`src/rtl/st_pack_if.sv`:
```
// st_pack_if
//   Groups the store request handshake, the data-bus write channel and the
//   completion/exception pulses of the store-side packer.
//   slave  : the packer's view (takes requests, drives the bus and the pulses)
//   master : the view of whatever issues requests and serves the bus
//   Signals:
//     req_valid/req_ready     store request handshake
//     req_op[1:0]             0=SW 1=SH 2=SB 3=reserved
//     req_addr[31:0]          byte address
//     req_data[31:0]          register data
//     bus_valid/bus_ready     write transfer handshake
//     bus_addr[31:0]          word-aligned bus address
//     bus_wdata[31:0]         lane-replicated write data
//     bus_byteen[3:0]         byte enables
//     done/exc_ades/bus_err   one-cycle status pulses
interface st_pack_if;
    logic        req_valid;
    logic        req_ready;
    logic [1:0]  req_op;
    logic [31:0] req_addr;
    logic [31:0] req_data;
    logic        bus_valid;
    logic        bus_ready;
    logic [31:0] bus_addr;
    logic [31:0] bus_wdata;
    logic [3:0]  bus_byteen;
    logic        done;
    logic        exc_ades;
    logic        bus_err;

    modport slave (
        input  req_valid, req_op, req_addr, req_data, bus_ready,
        output req_ready, bus_valid, bus_addr, bus_wdata, bus_byteen,
               done, exc_ades, bus_err
    );

    modport master (
        output req_valid, req_op, req_addr, req_data, bus_ready,
        input  req_ready, bus_valid, bus_addr, bus_wdata, bus_byteen,
               done, exc_ades, bus_err
    );
endinterface

```
`src/rtl/st_pack.sv`:
```
// st_pack
//   Store-side data packer. Accepts one SW/SH/SB request at a time, rejects
//   misaligned or out-of-range stores with an AdES pulse, otherwise issues a
//   single registered word-aligned write with byte enables and replicated lane
//   data. A wait counter aborts a transfer the bus never accepts.
//   Ports:
//     clk    rising-edge clock
//     reset  asynchronous active-high reset
//     bif    st_pack_if.slave (request handshake, bus write channel, pulses)
//
//   state | meaning
//   ------+--------------------------------------------------------------
//   IDLE  | ready for a request; AdES decided in the accept cycle
//   ISSUE | bus_valid high, bus_* held, counting cycles without bus_ready
module st_pack #(
    parameter logic [31:0] DM_LAST = 32'h0000_2FFF,
    parameter logic [31:0] IO_BASE = 32'h0000_7F00,
    parameter logic [31:0] IO_LAST = 32'h0000_7F23,
    parameter int          TIMEOUT = 8
) (
    input  logic     clk,
    input  logic     reset,
    st_pack_if.slave bif
);

    localparam logic [0:0] IDLE  = 1'b0;
    localparam logic [0:0] ISSUE = 1'b1;

    // Counter only has to reach TIMEOUT-1.
    localparam int            CW      = (TIMEOUT > 1) ? $clog2(TIMEOUT) : 1;
    localparam logic [CW-1:0] WAIT_TC = CW'(TIMEOUT - 1);

    localparam logic [1:0] OP_SW = 2'd0;
    localparam logic [1:0] OP_SH = 2'd1;
    localparam logic [1:0] OP_SB = 2'd2;

    logic [0:0]    state;
    logic [CW-1:0] wait_cnt;

    logic          in_dm;
    logic          in_io;
    logic          ades;
    logic [31:0]   pk_wdata;
    logic [3:0]    pk_byteen;

    assign bif.req_ready = (state == IDLE);

    // Address check and lane packing for the request currently presented.
    always_comb begin
        in_dm     = (bif.req_addr <= DM_LAST);
        in_io     = (bif.req_addr >= IO_BASE) && (bif.req_addr <= IO_LAST);
        ades      = 1'b0;
        pk_wdata  = 32'h0;
        pk_byteen = 4'h0;
        case (bif.req_op)
            OP_SW: begin
                ades      = (bif.req_addr[1:0] != 2'b00) || !(in_dm || in_io);
                pk_wdata  = bif.req_data;
                pk_byteen = 4'b1111;
            end
            OP_SH: begin
                // Halfword and byte stores are only legal in data memory.
                ades      = bif.req_addr[0] || !in_dm;
                pk_wdata  = {2{bif.req_data[15:0]}};
                pk_byteen = bif.req_addr[1] ? 4'b1100 : 4'b0011;
            end
            OP_SB: begin
                ades      = !in_dm;
                pk_wdata  = {4{bif.req_data[7:0]}};
                pk_byteen = 4'b0001 << bif.req_addr[1:0];
            end
            default: begin
                ades = 1'b1;
            end
        endcase
    end

    always_ff @(posedge clk or posedge reset) begin
        if (reset) begin
            state          <= IDLE;
            wait_cnt       <= '0;
            bif.bus_valid  <= 1'b0;
            bif.bus_addr   <= 32'h0;
            bif.bus_wdata  <= 32'h0;
            bif.bus_byteen <= 4'h0;
            bif.done       <= 1'b0;
            bif.exc_ades   <= 1'b0;
            bif.bus_err    <= 1'b0;
        end else begin
            bif.done     <= 1'b0;
            bif.exc_ades <= 1'b0;
            bif.bus_err  <= 1'b0;
            case (state)
                IDLE: begin
                    if (bif.req_valid) begin
                        if (ades) begin
                            bif.exc_ades <= 1'b1;
                        end else begin
                            state          <= ISSUE;
                            wait_cnt       <= '0;
                            bif.bus_valid  <= 1'b1;
                            bif.bus_addr   <= {bif.req_addr[31:2], 2'b00};
                            bif.bus_wdata  <= pk_wdata;
                            bif.bus_byteen <= pk_byteen;
                        end
                    end
                end
                ISSUE: begin
                    // bus_ready in the terminal cycle still completes the transfer.
                    if (bif.bus_ready || (wait_cnt == WAIT_TC)) begin
                        state          <= IDLE;
                        wait_cnt       <= '0;
                        bif.bus_valid  <= 1'b0;
                        bif.bus_addr   <= 32'h0;
                        bif.bus_wdata  <= 32'h0;
                        bif.bus_byteen <= 4'h0;
                        bif.done       <= bif.bus_ready;
                        bif.bus_err    <= !bif.bus_ready;
                    end else begin
                        wait_cnt <= wait_cnt + 1'b1;
                    end
                end
                default: begin
                    state <= IDLE;
                end
            endcase
        end
    end

endmodule

```
`src/flat_wrapper.sv`:
```
// flat-port wrapper written by rule: the top's interface ports become plain ports
module st_pack_flat 
#(
    parameter logic [31:0] DM_LAST = 32'h0000_2FFF,
    parameter logic [31:0] IO_BASE = 32'h0000_7F00,
    parameter logic [31:0] IO_LAST = 32'h0000_7F23,
    parameter int          TIMEOUT = 8
)
  (clk, reset, bif_req_valid, bif_req_op, bif_req_addr, bif_req_data, bif_bus_ready, bif_req_ready, bif_bus_valid, bif_bus_addr, bif_bus_wdata, bif_bus_byteen, bif_done, bif_exc_ades, bif_bus_err);
  st_pack_if bif_i ();
  input  logic clk;
  input  logic reset;
  input wire logic [$bits(bif_i.req_valid)-1:0] bif_req_valid;
  input wire logic [$bits(bif_i.req_op)-1:0] bif_req_op;
  input wire logic [$bits(bif_i.req_addr)-1:0] bif_req_addr;
  input wire logic [$bits(bif_i.req_data)-1:0] bif_req_data;
  input wire logic [$bits(bif_i.bus_ready)-1:0] bif_bus_ready;
  output wire logic [$bits(bif_i.req_ready)-1:0] bif_req_ready;
  output wire logic [$bits(bif_i.bus_valid)-1:0] bif_bus_valid;
  output wire logic [$bits(bif_i.bus_addr)-1:0] bif_bus_addr;
  output wire logic [$bits(bif_i.bus_wdata)-1:0] bif_bus_wdata;
  output wire logic [$bits(bif_i.bus_byteen)-1:0] bif_bus_byteen;
  output wire logic [$bits(bif_i.done)-1:0] bif_done;
  output wire logic [$bits(bif_i.exc_ades)-1:0] bif_exc_ades;
  output wire logic [$bits(bif_i.bus_err)-1:0] bif_bus_err;
  assign bif_i.req_valid = bif_req_valid;
  assign bif_i.req_op = bif_req_op;
  assign bif_i.req_addr = bif_req_addr;
  assign bif_i.req_data = bif_req_data;
  assign bif_i.bus_ready = bif_bus_ready;
  assign bif_req_ready = bif_i.req_ready;
  assign bif_bus_valid = bif_i.bus_valid;
  assign bif_bus_addr = bif_i.bus_addr;
  assign bif_bus_wdata = bif_i.bus_wdata;
  assign bif_bus_byteen = bif_i.bus_byteen;
  assign bif_done = bif_i.done;
  assign bif_exc_ades = bif_i.exc_ades;
  assign bif_bus_err = bif_i.bus_err;
  st_pack #(.DM_LAST(DM_LAST), .IO_BASE(IO_BASE), .IO_LAST(IO_LAST), .TIMEOUT(TIMEOUT)) u_core (.clk(clk), .reset(reset), .bif(bif_i));
endmodule
```
`config.mk`:
```
export PLATFORM = sky130hd
export DESIGN_NAME = st_pack_flat
export DESIGN_NICKNAME = d
export VERILOG_FILES = /design/src/rtl/st_pack_if.sv /design/src/rtl/st_pack.sv /design/src/flat_wrapper.sv
export SDC_FILE = /design/constraint.sdc
export NUM_CORES = 1
export LEC_CHECK = 0
export BUFFER_PORTS_ARGS = -buffer_cell sky130_fd_sc_hd__buf_4
export CORE_UTILIZATION = 52
export CTS_BUF_LIST = sky130_fd_sc_hd__clkbuf_8
export DETAILED_ROUTE_END_ITERATION = 8
export PLACE_DENSITY = 0.87
export SLEW_MARGIN = 0
export SYNTH_ARGS = -nofsm -noshare
export SYNTH_HDL_FRONTEND = slang
export SYNTH_SLANG_ARGS = --single-unit
```
`constraint.sdc`:
```
create_clock -name clk -period 4.6 [get_ports clk]
set_clock_uncertainty 0.15 [all_clocks]
set_input_delay 0.92 -clock clk [delete_from_list [all_inputs] [get_ports clk]]
set_output_delay 0.92 -clock clk [all_outputs]
set_load 0.005 [all_outputs]
```
==> results by group <==
Placement
  • HPWL Detailed: 5570 um
  • PortBufs: 140
  • Final RePlAce weighted congestion: 0.787
  • Placed Area: 0.00423 mm^2

CTS
  • Resized Gates After CTS: 0
  • Clock Path Buffers: 2
  • Clock Latency Late Sink: 0.34 ns
  • Clock Root Buffer: clkbuf_8
  • Hold Buf Count CTS: 0
  • Post-CTS setup buffers: 0
  • TritonCTS buffer count: 9
  • CTS tree: yes
  • Reg clk slew, reported paths: 0.08 ns
  • # H-tree levels: 3
  • Clk sink count: 74

Global routing
  • Number of global-route vias before repair: 2607
  • Total track usage: 0.247
  • First-pass GRT wire length: 11900 um
  • Largest net degree at the start of global routing: 52
  • Overflow after GRT: 0
  • Initial antenna violation count: 0

Worst setup path
  • Crit path required time: 4.72 ns
  • CP startpoint: bif_req_op[1]
  • Critical Path Max Stage Delay: 0.85 ns
  • CP Class: in2reg
  • Crit path DAT: 3.66 ns
  • Slowest stage cell, crit path: and2_2
  • Critical path cell sequence: buf_4, nor2b_1, a21oi_1, a2111oi_4, and2_2, a22o_1
  • Crit start category: primary input
  • Max FO, Critical Path: 51
  • Launching point of the worst reg2reg path: u_core.wait_cnt[0]
  • CP endpoint kind: flip-flop

Power
  • P per Cell Area: 311 mW/mm^2
  • Switching Share: 0.211
  • Combinational share of power: 0.079
  • Clk pwr share: 0.451
  • Power Internal: 1.10 mW
  • Sw power: 294 uW
  • P_leak: 2.43 nW
  • Peak supply drop: 0.183 mV
  • Sequential share of power: 0.470

Logic synthesis
  • Average size of a mapped cell: 12.1 um^2
  • Mapped Area: 0.00317 mm^2
  • Syn. warnings: 0
  • Post-synth ARST share: 1.00
  • Count leader, synth: dfrtp_1
  • Register area share after synthesis: 0.584
  • Post-synth top flop: dfrtp_1
  • Largest cells by area after synthesis: dfrtp_1 (58%), a22o_1 (14%), mux2i_1 (5.1%)
  • Register bit total from synthesis: 74
  • Netlist cell types: 34
  • Top cells by count, synth: dfrtp_1 (74), a22o_1 (51), o21ai_0 (25)
  • Yosys top cell by area: dfrtp_1
  • Gate Count Post-Synth: 262
  • Post-synth EDFFs: 0
  • Synth top area share: 0.584

Routing
  • Initial DRT Pass Iterations: 4
  • Routed Antenna Nets: 0
  • Vias/cell: 5.60
  • Drt drc: 0
  • Routed vias: 2660
  • DRT iter0 DRCs: 127
  • Routed WL per cell: 16.4 um
  • Final WL: 7780 um

Floorplan
  • Rows: 28
  • Die Wd: 80.1 um
  • Die Ht: 80.1 um
  • Boundary Pins: 143
  • Initial Util: 0.539
  • Die ar.: 0.00641 mm^2
  • Core area: 0.00589 mm^2

Timing
  • FMAX: 0.282 GHz
  • Slew margin rel.: 0.364
  • Crit path time final: 3.54 ns
  • Setup_tns: 0 ns
  • RSZ-0062 raised after global routing: false
  • Final hold vios: 0
  • Final setup fails: 0
  • Tcrit/Tclk final: 0.770
  • Worst slew pin tran: 0.955 ns
  • Fin. max-slew vios: 0

Layout
  • Reg area: 0.00185 mm^2
  • Fin area: 0.00448 mm^2
  • Diodes inserted: 0
  • Multi-input logic area: 0.00117 mm^2
  • Synth-to-Final Area Change: 41.2%
  • Share of cells above drive strength 1: 0.408
  • Layout filler cell count: 407
  • Layout Nets: 467

Run status
  • Status: finished, final reports clean

Worst hold path
  • HP Start: u_core.bif.bus_addr[22]
  • Tightest Hold Check Type: reg2reg

Job
  • Number of max-cap violations: 0
[routing by layer]
layer,GRT usage,share of wire,up-vias
li1,-,-,1218
met1,0.324,0.42,1300
met2,0.397,0.49,123
met3,0.0409,0.065,19
met4,0.129,0.029,0
met5,0,0,-
[worst paths after layout]
check	end	slack (ns)	depth (start not counted)
worst max-delay path	u_core.bif.bus_addr[14]	1.06	6
worst min-delay path	u_core.bif.bus_addr[22]	0.34	1
worst max register to register	u_core.bif.bus_wdata[30]	2.06	6
worst min register to register	u_core.bif.bus_addr[22]	0.34	1
max in group asynchronous	u_core.bif.bus_addr[11]	2.79	3
min in group asynchronous	u_core.bif.bus_addr[16]	0.56	2
[logic make-up after synthesis]
group,synth area share
simple gates,0.0872
other cells,0.00118
compound gates,0.213
flops,0.584
buf+inv,0.0525
fa+ha+maj,0.00789
mux,0.0541
[through the flow]
step,worst slack (ns),total power [mW],hold slack (ns),util,instances
3_5_place_dp,0.746,0.777,0.319,0.718,459
3_3_place_gp,0.940,0.773,0.320,0.718,459
2_1_floorplan,1.65,0.715,0.324,-,263
4_1_cts,1.12,1.39,0.343,0.761,475
6_report,1.06,1.39,0.335,0.761,475
5_1_grt,0.919,1.43,0.359,0.761,475
[final cells by class]
cell class | count | share of cell area
clock buffer | 11 | 0.0338
clock inverter | 5 | 0.0226
inverter | 12 | 0.0101
multi-input combinational | 156 | 0.261
sequential | 74 | 0.414
tap | 75 | 0.0210
timing repair buffer | 142 | 0.238
[power by group through the flow]
stage | logic, mW | clock network (mW) | registers, mW
3_3_place_gp | 0.106 | 0 | 0.667
5_1_grt | 0.121 | 0.653 | 0.654
3_5_place_dp | 0.110 | 0 | 0.667
2_1_floorplan | 0.0480 | 0 | 0.667
4_1_cts | 0.111 | 0.628 | 0.654
6_report | 0.110 | 0.627 | 0.654
[placed cells by master (no fill, tap or decap), types with 2 or more instances in the layout]
cell type    n
inv_1       12
clkbuf_8    11
nor4_1       4
o21ai_0     25
nand4_1      2
dfrtp_1     74
a21oi_1      2
bufinv_16    3
nor2_1       3
o22ai_1      2
ha_1         2
conb_1       2
buf_4      142
a21o_1       3
nand2_1      9
nor3_1       2
and2_1      18
a22o_1      51
mux2i_1     16
nor2b_1      2
[worst max-delay path, delay by kind of cell]
kind                   cells  cell delay (ns)
AND/OR/NAND/NOR            2             1.56
buffers and inverters      1             0.25
AO/OA/AOI/OAI              3             0.90
[sequential cells by signal, summed over array words and instances (netlist names)]
name,cells
u_core.bif.bus_wdata,32
u_core.bif.bus_addr,30
u_core.bif.bus_byteen,4
u_core.wait_cnt,3
u_core.bif.bus_err,1
u_core.bif.bus_valid,1
u_core.bif.done,1
u_core.bif.exc_ades,1
u_core.state,1
Power figures use the tool's default switching activity.
